--- src/rtl/seq_pkg.sv ---
// ---------------------------------------------------------------------------
// seq_pkg
// Shared definitions for the ALU control sequencer:
//   - state_t     : fetch/execute state encoding (4-bit state register)
//   - OP_*        : ALU opcode encodings carried in ir[31:27]
//   - *_LSB       : IR field positions (op, Ra, Rb, Rc)
//   - is_unary / is_muldiv / is_valid : opcode class helpers
// ---------------------------------------------------------------------------
package seq_pkg;

    typedef enum logic [3:0] {
        IDLE = 4'd0,
        T0   = 4'd1,
        T1   = 4'd2,
        T2   = 4'd3,
        T3   = 4'd4,
        T4   = 4'd5,
        T5   = 4'd6,
        T5U  = 4'd7,
        T6   = 4'd8,
        HALT = 4'd9
    } state_t;

    localparam logic [4:0] OP_ADD = 5'b00010;
    localparam logic [4:0] OP_SUB = 5'b00011;
    localparam logic [4:0] OP_AND = 5'b00100;
    localparam logic [4:0] OP_OR  = 5'b00101;
    localparam logic [4:0] OP_SHR = 5'b00110;
    localparam logic [4:0] OP_SHL = 5'b00111;
    localparam logic [4:0] OP_ROR = 5'b01000;
    localparam logic [4:0] OP_ROL = 5'b01001;
    localparam logic [4:0] OP_MUL = 5'b01010;
    localparam logic [4:0] OP_DIV = 5'b01011;
    localparam logic [4:0] OP_NEG = 5'b01100;
    localparam logic [4:0] OP_NOT = 5'b01101;

    localparam int OP_LSB = 27;
    localparam int RA_LSB = 23;
    localparam int RB_LSB = 19;
    localparam int RC_LSB = 15;

    function automatic logic is_unary(input logic [4:0] op);
        return (op == OP_NEG) || (op == OP_NOT);
    endfunction

    function automatic logic is_muldiv(input logic [4:0] op);
        return (op == OP_MUL) || (op == OP_DIV);
    endfunction

    // Defined opcodes form one contiguous range ADD..NOT.
    function automatic logic is_valid(input logic [4:0] op);
        return (op >= OP_ADD) && (op <= OP_NOT);
    endfunction

endpackage

--- src/rtl/alu_control_sequencer_if.sv ---
// ---------------------------------------------------------------------------
// alu_control_sequencer_if
// Bundle between the control sequencer and the Datapath.
//   Datapath -> sequencer : run, ir[31:0], mem_ready
//   sequencer -> Datapath : bus strobes (PCout, Zlowout, Zhighout, MDRout),
//                           load strobes (MARin, Zin, PCin, MDRin, IRin, Yin,
//                           HIin, LOin), IncPC, Read, Rout/Rin one-hot,
//                           opcode, instr_done, halted
// master = sequencer side, slave = Datapath side.
// ---------------------------------------------------------------------------
interface alu_control_sequencer_if #(
    parameter int NUM_REGS = 16,
    parameter int OPW      = 5
);
    logic                run;
    logic [31:0]         ir;
    logic                mem_ready;

    logic                PCout, Zlowout, Zhighout, MDRout;
    logic                MARin, Zin, PCin, MDRin, IRin, Yin, HIin, LOin;
    logic                IncPC, Read;
    logic [NUM_REGS-1:0] Rout;
    logic [NUM_REGS-1:0] Rin;
    logic [OPW-1:0]      opcode;
    logic                instr_done;
    logic                halted;

    modport master (
        input  run, ir, mem_ready,
        output PCout, Zlowout, Zhighout, MDRout,
        output MARin, Zin, PCin, MDRin, IRin, Yin, HIin, LOin,
        output IncPC, Read, Rout, Rin, opcode, instr_done, halted
    );

    modport slave (
        output run, ir, mem_ready,
        input  PCout, Zlowout, Zhighout, MDRout,
        input  MARin, Zin, PCin, MDRin, IRin, Yin, HIin, LOin,
        input  IncPC, Read, Rout, Rin, opcode, instr_done, halted
    );
endinterface

--- src/rtl/alu_control_sequencer_reg_select_decoder.sv ---
// ---------------------------------------------------------------------------
// reg_select_decoder
// Converts a 4-bit register index plus enable into a NUM_REGS-wide one-hot
// select. Used for both the Rout (bus drive) and Rin (load) buses.
//   idx    in  4         register number
//   en     in  1         0 forces the output to all zeros
//   onehot out NUM_REGS  one-hot select
// ---------------------------------------------------------------------------
module reg_select_decoder #(
    parameter int NUM_REGS = 16
) (
    input  logic [3:0]          idx,
    input  logic                en,
    output logic [NUM_REGS-1:0] onehot
);
    always_comb begin
        onehot = '0;
        // Indices beyond the register file select nothing.
        if (en && (32'(idx) < NUM_REGS))
            onehot[idx] = 1'b1;
    end
endmodule

--- src/rtl/alu_control_sequencer.sv ---
// ---------------------------------------------------------------------------
// alu_control_sequencer
// Control unit FSM for the Datapath: fetch (T0-T2) followed by execute
// (T3-T6) of R-format ALU instructions, then back to fetch.
//   clock  in  1   system clock, rising edge
//   clear  in  1   asynchronous active-high reset to IDLE
//   step   in  1   only with SEQ_SINGLE_STEP_EN defined
//   bus    alu_control_sequencer_if.master (run, ir, mem_ready in;
//          all Datapath control strobes out)
// Optional feature SEQ_SINGLE_STEP_EN: IDLE leaves only on a step pulse,
// run is ignored, and every instruction returns to IDLE after instr_done.
// Outputs are Moore-decoded from the state register and the IR fields.
// ---------------------------------------------------------------------------
module alu_control_sequencer
    import seq_pkg::*;
#(
    parameter int NUM_REGS = 16,
    parameter int OPW      = 5
) (
    input  logic clock,
    input  logic clear,
`ifdef SEQ_SINGLE_STEP_EN
    input  logic step,
`endif
    alu_control_sequencer_if.master bus
);
    state_t     state;
    logic       pc_first;   // high only during the first T1 cycle
    logic [4:0] op;
    logic [3:0] ra, rb, rc;
    logic       start;
    state_t     done_next;

    logic       rout_en, rin_en, op_en;
    logic [3:0] rout_idx;

    assign op = bus.ir[OP_LSB +: 5];
    assign ra = bus.ir[RA_LSB +: 4];
    assign rb = bus.ir[RB_LSB +: 4];
    assign rc = bus.ir[RC_LSB +: 4];

`ifdef SEQ_SINGLE_STEP_EN
    assign start     = step;
    assign done_next = IDLE;
`else
    assign start     = bus.run;
    assign done_next = bus.run ? T0 : IDLE;
`endif

    always_ff @(posedge clock or posedge clear) begin
        if (clear) begin
            state    <= IDLE;
            pc_first <= 1'b0;
        end else begin
            pc_first <= (state == T0);
            case (state)
                IDLE: if (start) state <= T0;
                T0:   state <= T1;
                T1:   if (bus.mem_ready) state <= T2;
                T2:   state <= T3;
                T3: begin
                    if (!is_valid(op))    state <= HALT;
                    else if (is_unary(op)) state <= T5U;
                    else                   state <= T4;
                end
                T4:   state <= T5;
                T5:   state <= is_muldiv(op) ? T6 : done_next;
                T5U:  state <= done_next;
                T6:   state <= done_next;
                HALT: state <= HALT;
                default: state <= IDLE;
            endcase
        end
    end

    always_comb begin
        bus.PCout      = 1'b0;
        bus.Zlowout    = 1'b0;
        bus.Zhighout   = 1'b0;
        bus.MDRout     = 1'b0;
        bus.MARin      = 1'b0;
        bus.Zin        = 1'b0;
        bus.PCin       = 1'b0;
        bus.MDRin      = 1'b0;
        bus.IRin       = 1'b0;
        bus.Yin        = 1'b0;
        bus.HIin       = 1'b0;
        bus.LOin       = 1'b0;
        bus.IncPC      = 1'b0;
        bus.Read       = 1'b0;
        bus.instr_done = 1'b0;
        bus.halted     = 1'b0;
        rout_en        = 1'b0;
        rout_idx       = rb;
        rin_en         = 1'b0;
        op_en          = 1'b0;
        case (state)
            T0: begin
                bus.PCout = 1'b1;
                bus.MARin = 1'b1;
                bus.IncPC = 1'b1;
                bus.Zin   = 1'b1;
            end
            T1: begin
                bus.Zlowout = 1'b1;
                bus.PCin    = pc_first;   // PC loads once even if memory stalls
                bus.Read    = 1'b1;
                bus.MDRin   = 1'b1;
            end
            T2: begin
                bus.MDRout = 1'b1;
                bus.IRin   = 1'b1;
            end
            T3: begin
                if (is_valid(op)) begin
                    rout_en = 1'b1;
                    if (is_unary(op)) begin
                        op_en   = 1'b1;
                        bus.Zin = 1'b1;
                    end else begin
                        bus.Yin = 1'b1;
                    end
                end
            end
            T4: begin
                rout_en  = 1'b1;
                rout_idx = rc;
                op_en    = 1'b1;
                bus.Zin  = 1'b1;
            end
            T5: begin
                bus.Zlowout = 1'b1;
                if (is_muldiv(op)) begin
                    bus.LOin = 1'b1;
                end else begin
                    rin_en         = 1'b1;
                    bus.instr_done = 1'b1;
                end
            end
            T5U: begin
                bus.Zlowout    = 1'b1;
                rin_en         = 1'b1;
                bus.instr_done = 1'b1;
            end
            T6: begin
                bus.Zhighout   = 1'b1;
                bus.HIin       = 1'b1;
                bus.instr_done = 1'b1;
            end
            HALT: bus.halted = 1'b1;
            default: ;
        endcase
        bus.opcode = op_en ? OPW'(op) : '0;
    end

    reg_select_decoder #(.NUM_REGS(NUM_REGS)) u_rout_dec (
        .idx    (rout_idx),
        .en     (rout_en),
        .onehot (bus.Rout)
    );

    reg_select_decoder #(.NUM_REGS(NUM_REGS)) u_rin_dec (
        .idx    (ra),
        .en     (rin_en),
        .onehot (bus.Rin)
    );

endmodule

--- src/flat_wrapper.sv ---
// flat-port wrapper written by rule: the top's interface ports become plain ports
module alu_control_sequencer_flat import seq_pkg::*;
#(
    parameter int NUM_REGS = 16,
    parameter int OPW      = 5
)
  (clock, clear, bus_run, bus_ir, bus_mem_ready, bus_PCout, bus_Zlowout, bus_Zhighout, bus_MDRout, bus_MARin, bus_Zin, bus_PCin, bus_MDRin, bus_IRin, bus_Yin, bus_HIin, bus_LOin, bus_IncPC, bus_Read, bus_Rout, bus_Rin, bus_opcode, bus_instr_done, bus_halted);
  alu_control_sequencer_if #(.NUM_REGS(NUM_REGS), .OPW(OPW)) bus_i ();
  input  logic clock;
  input  logic clear;
  input wire logic [$bits(bus_i.run)-1:0] bus_run;
  input wire logic [$bits(bus_i.ir)-1:0] bus_ir;
  input wire logic [$bits(bus_i.mem_ready)-1:0] bus_mem_ready;
  output wire logic [$bits(bus_i.PCout)-1:0] bus_PCout;
  output wire logic [$bits(bus_i.Zlowout)-1:0] bus_Zlowout;
  output wire logic [$bits(bus_i.Zhighout)-1:0] bus_Zhighout;
  output wire logic [$bits(bus_i.MDRout)-1:0] bus_MDRout;
  output wire logic [$bits(bus_i.MARin)-1:0] bus_MARin;
  output wire logic [$bits(bus_i.Zin)-1:0] bus_Zin;
  output wire logic [$bits(bus_i.PCin)-1:0] bus_PCin;
  output wire logic [$bits(bus_i.MDRin)-1:0] bus_MDRin;
  output wire logic [$bits(bus_i.IRin)-1:0] bus_IRin;
  output wire logic [$bits(bus_i.Yin)-1:0] bus_Yin;
  output wire logic [$bits(bus_i.HIin)-1:0] bus_HIin;
  output wire logic [$bits(bus_i.LOin)-1:0] bus_LOin;
  output wire logic [$bits(bus_i.IncPC)-1:0] bus_IncPC;
  output wire logic [$bits(bus_i.Read)-1:0] bus_Read;
  output wire logic [$bits(bus_i.Rout)-1:0] bus_Rout;
  output wire logic [$bits(bus_i.Rin)-1:0] bus_Rin;
  output wire logic [$bits(bus_i.opcode)-1:0] bus_opcode;
  output wire logic [$bits(bus_i.instr_done)-1:0] bus_instr_done;
  output wire logic [$bits(bus_i.halted)-1:0] bus_halted;
  assign bus_i.run = bus_run;
  assign bus_i.ir = bus_ir;
  assign bus_i.mem_ready = bus_mem_ready;
  assign bus_PCout = bus_i.PCout;
  assign bus_Zlowout = bus_i.Zlowout;
  assign bus_Zhighout = bus_i.Zhighout;
  assign bus_MDRout = bus_i.MDRout;
  assign bus_MARin = bus_i.MARin;
  assign bus_Zin = bus_i.Zin;
  assign bus_PCin = bus_i.PCin;
  assign bus_MDRin = bus_i.MDRin;
  assign bus_IRin = bus_i.IRin;
  assign bus_Yin = bus_i.Yin;
  assign bus_HIin = bus_i.HIin;
  assign bus_LOin = bus_i.LOin;
  assign bus_IncPC = bus_i.IncPC;
  assign bus_Read = bus_i.Read;
  assign bus_Rout = bus_i.Rout;
  assign bus_Rin = bus_i.Rin;
  assign bus_opcode = bus_i.opcode;
  assign bus_instr_done = bus_i.instr_done;
  assign bus_halted = bus_i.halted;
  alu_control_sequencer #(.NUM_REGS(NUM_REGS), .OPW(OPW)) u_core (.clock(clock), .clear(clear), .bus(bus_i));
endmodule
--- config.mk ---
export PLATFORM = sky130hd
export DESIGN_NAME = alu_control_sequencer_flat
export DESIGN_NICKNAME = d
export VERILOG_FILES = /design/src/rtl/seq_pkg.sv /design/src/rtl/alu_control_sequencer_if.sv /design/src/rtl/alu_control_sequencer_reg_select_decoder.sv /design/src/rtl/alu_control_sequencer.sv /design/src/flat_wrapper.sv
export SDC_FILE = /design/constraint.sdc
export NUM_CORES = 1
export LEC_CHECK = 0
export CAP_MARGIN = 30
export CORE_MARGIN = 4
export CORE_UTILIZATION = 56
export CTS_BUF_LIST = sky130_fd_sc_hd__clkbuf_8 sky130_fd_sc_hd__clkbuf_16
export DETAILED_ROUTE_END_ITERATION = 10
export DONT_BUFFER_PORTS = 1
export MAX_ROUTING_LAYER = met4
export PLACE_DENSITY = 0.71
export RECOVER_POWER = 25
export SLEW_MARGIN = 20
export SYNTH_ARGS = -nofsm -noshare
export SYNTH_HDL_FRONTEND = slang
export SYNTH_SLANG_ARGS = --single-unit
--- constraint.sdc ---
create_clock -name clock -period 4.3 [get_ports clock]
set_input_delay 0.43 -clock clock [delete_from_list [all_inputs] [get_ports clock]]
set_output_delay 0.43 -clock clock [all_outputs]
set_load 0.005 [all_outputs]
==> flow_summary.yaml <==
synth:
  avgSynthCellArea_um2: 7.53
  synth-edff-count: 0
  syn_inst: 129
  synth_async_sr_flop_share: 1.00
  yosysSeqAreaShare: 0.129
  yosys_warnings: 0
  synthFlopType: "dfrtp_1"
  synth_top_area_share: 0.129
  synthTopCellsByArea: "dfrtp_1, a211oi_1, nor3_1, nor2b_1, nor4_1"
  ys_ff_latch: 5
  synthesis.area_um2: 971
  syn_nets: 165
  yosys.area.top_type: "dfrtp_1"
  synth.distinct_cells: 40
clocking:
  numCtsBuffers: 3
  cts-root-buf: "clkbuf_8"
  clockBufferDepth: 2
  cts.sinks: 5
  clkTransAtPathRegs_ns: 0.04
  postCtsSetupBuffers: 0
  cts_tree: "built"
  cts_max_level: 1
  insertion_delay_ns: 0.22
worst_setup_path:
  endpoint_kind: "output port"
  arrival_ns: 2.32
  required_ns: 3.87
  setup.worst_path.class: "flip-flop to output port"
  crit_fanout: 17
  cp-start-kind: "flip-flop"
floorplan:
  coreArea_um2: 1580
  top_level_ports: 89
  fp-row-count: 14
  dieArea_um2: 2460
  die_height_um: 49.6
  die_x_um: 49.6
  start_util: 0.616
timing:
  slew_headroom: 0.532
  slew_violations: 0
  rsz0062_at_grt: "no"
  fmax_mhz: 363
  setup_tns_ns: 0
  min_period_over_period: 0.640
  finalSetupViolCount: 0
  hold_ws_ns: 0.545
  worst_pin_slew_ns: 0.693
  hold_viol: 0
  fin_skew_ns: 0.000786
  fin_crit_ns: 2.75
finish:
  final_common_cell: "a211oi_1"
  stdcell_area_um2: 961
  most-common-layout-cells: "a211oi_1, nor3_1, nand2_1"
  fin_nets: 158
  fillCellCount: 147
  num_antenna_cells: 0
  seqCellArea_um2: 125
  multi_input_comb_area_um2: 741
  drive_gt1_frac: 0.0909
  area_growth_pct: -1.03
global_route:
  grt_overflow: 0
  grt_use_total: 0.209
  antenna_found_initial: 0
  grt_max_degree: 21
  grt_pass1_vias: 864
  grt_pass1_wl_um: 3970
run_status:
  outcome: "complete, no violations"
drt:
  drc_errors: 0
  first_pass_iters: 4
  vias: 959
  drtIter0Drc: 15
  routed_wl_um: 2420
  antenna_violating_nets_post_route: 0
  avgViaCountPerCell: 7.00
  wire_per_inst_um: 17.7
power_and_ir_drop:
  vdd_ir_drop_max_uv: 148
  powerDensity_nw_per_um2: 431
  leakagePower_nw: 0.312
placement:
  dp_hpwl_um: 1850
  detailed_place.area_um2: 901
  gp_congestion: 0.805
  portBuffers: 0
run:
  maxCapViolations: 0
min_path:
  min_path_type: "primary input to async pin"
-- logic make-up after synthesis --
family,synth area share
muxes,0.0683
buffers and inverters,0.104
DFF,0.129
and+or+nand+nor,0.479
AOI/OAI and AO/OA,0.219
-- where the power goes --
part	total [mW]	switching (mW)	internal, mW
clock network	0.0854	0.0232	0.0622
registers	0.131	0.0656	0.0655
logic	0.198	0.109	0.0887
total	0.414	0.198	0.216
-- final timing paths --
kind / slack, ns / cells past startpoint / from / endpoint
worst max-delay path: 1.55 / 3 / u_core.state[0] / bus_Rout[3]
min in group clock: 0.56 / 3 / bus_mem_ready / u_core.state[0]
max in group asynchronous: 3.60 / 2 / clear / u_core.pc_first
worst min-delay path: 0.54 / 2 / clear / u_core.state[1]
worst min register to register: 0.83 / 2 / u_core.state[1] / u_core.state[1]
worst max register to register: 2.44 / 3 / u_core.state[1] / u_core.state[1]
-- state kept, by name, summed over array words and instances, names as in the netlist --
name,flops
u_core.pc_first,1
u_core.state,4
-- layout make-up --
| cell class | count | area share |
|---|---|---|
| sequential | 5 | 0.130 |
| inverter | 3 | 0.0117 |
| timing repair buffer | 2 | 0.0182 |
| clock buffer | 3 | 0.0430 |
| tap | 16 | 0.0208 |
| clock inverter | 1 | 0.00521 |
| multi-input combinational | 107 | 0.771 |
-- timing repair --
action | in CTS | in global routing
setup endpoints to repair | 0 | 0
resized for setup | 0 | 0
endpoints found under the hold margin | 5 | 0
hold buffers | 1 | 0
-- synthesized netlist by cell type (2+ instances only) --
cell type,count
nor4b_1,3
a21oi_1,2
and3_1,3
or3_1,2
clkbuf_1,3
dfrtp_1,5
inv_1,3
and2_1,4
nor2_1,6
nor4_1,7
nand2_1,10
buf_4,5
a311o_1,2
buf_2,3
nor2b_1,9
buf_6,2
o211ai_1,2
mux2i_1,3
nand2b_1,6
nor3_1,12
o21ai_0,3
a211oi_1,16
-- critical path, cell delays in order (launching register included) --
cell and delay [ns]:
dfrtp_1 0.67, and4bb_1 0.61, mux2_1 0.48, a211oi_1 0.33
-- metal layers --
| layer | wire length [um] | GRT usage |
|---|---|---|
| met1 | 1010 | 0.251 |
| met2 | 1220 | 0.341 |
| met3 | 172 | 0.0392 |
| met4 | 14 | 0.0829 |
| met5 | 0 | - |
-- per-stage QoR --
stage	util	total power [mW]	setup slack, ns	cells
after floorplan	-	0.332	2.41	129
after global placement	0.571	0.321	1.98	131
after detailed placement	0.571	0.329	1.95	131
after CTS	0.607	0.418	1.71	136
after global routing	0.610	0.462	1.33	137
final	0.610	0.414	1.55	137
Note: power is estimated with default switching activity, not from simulation.
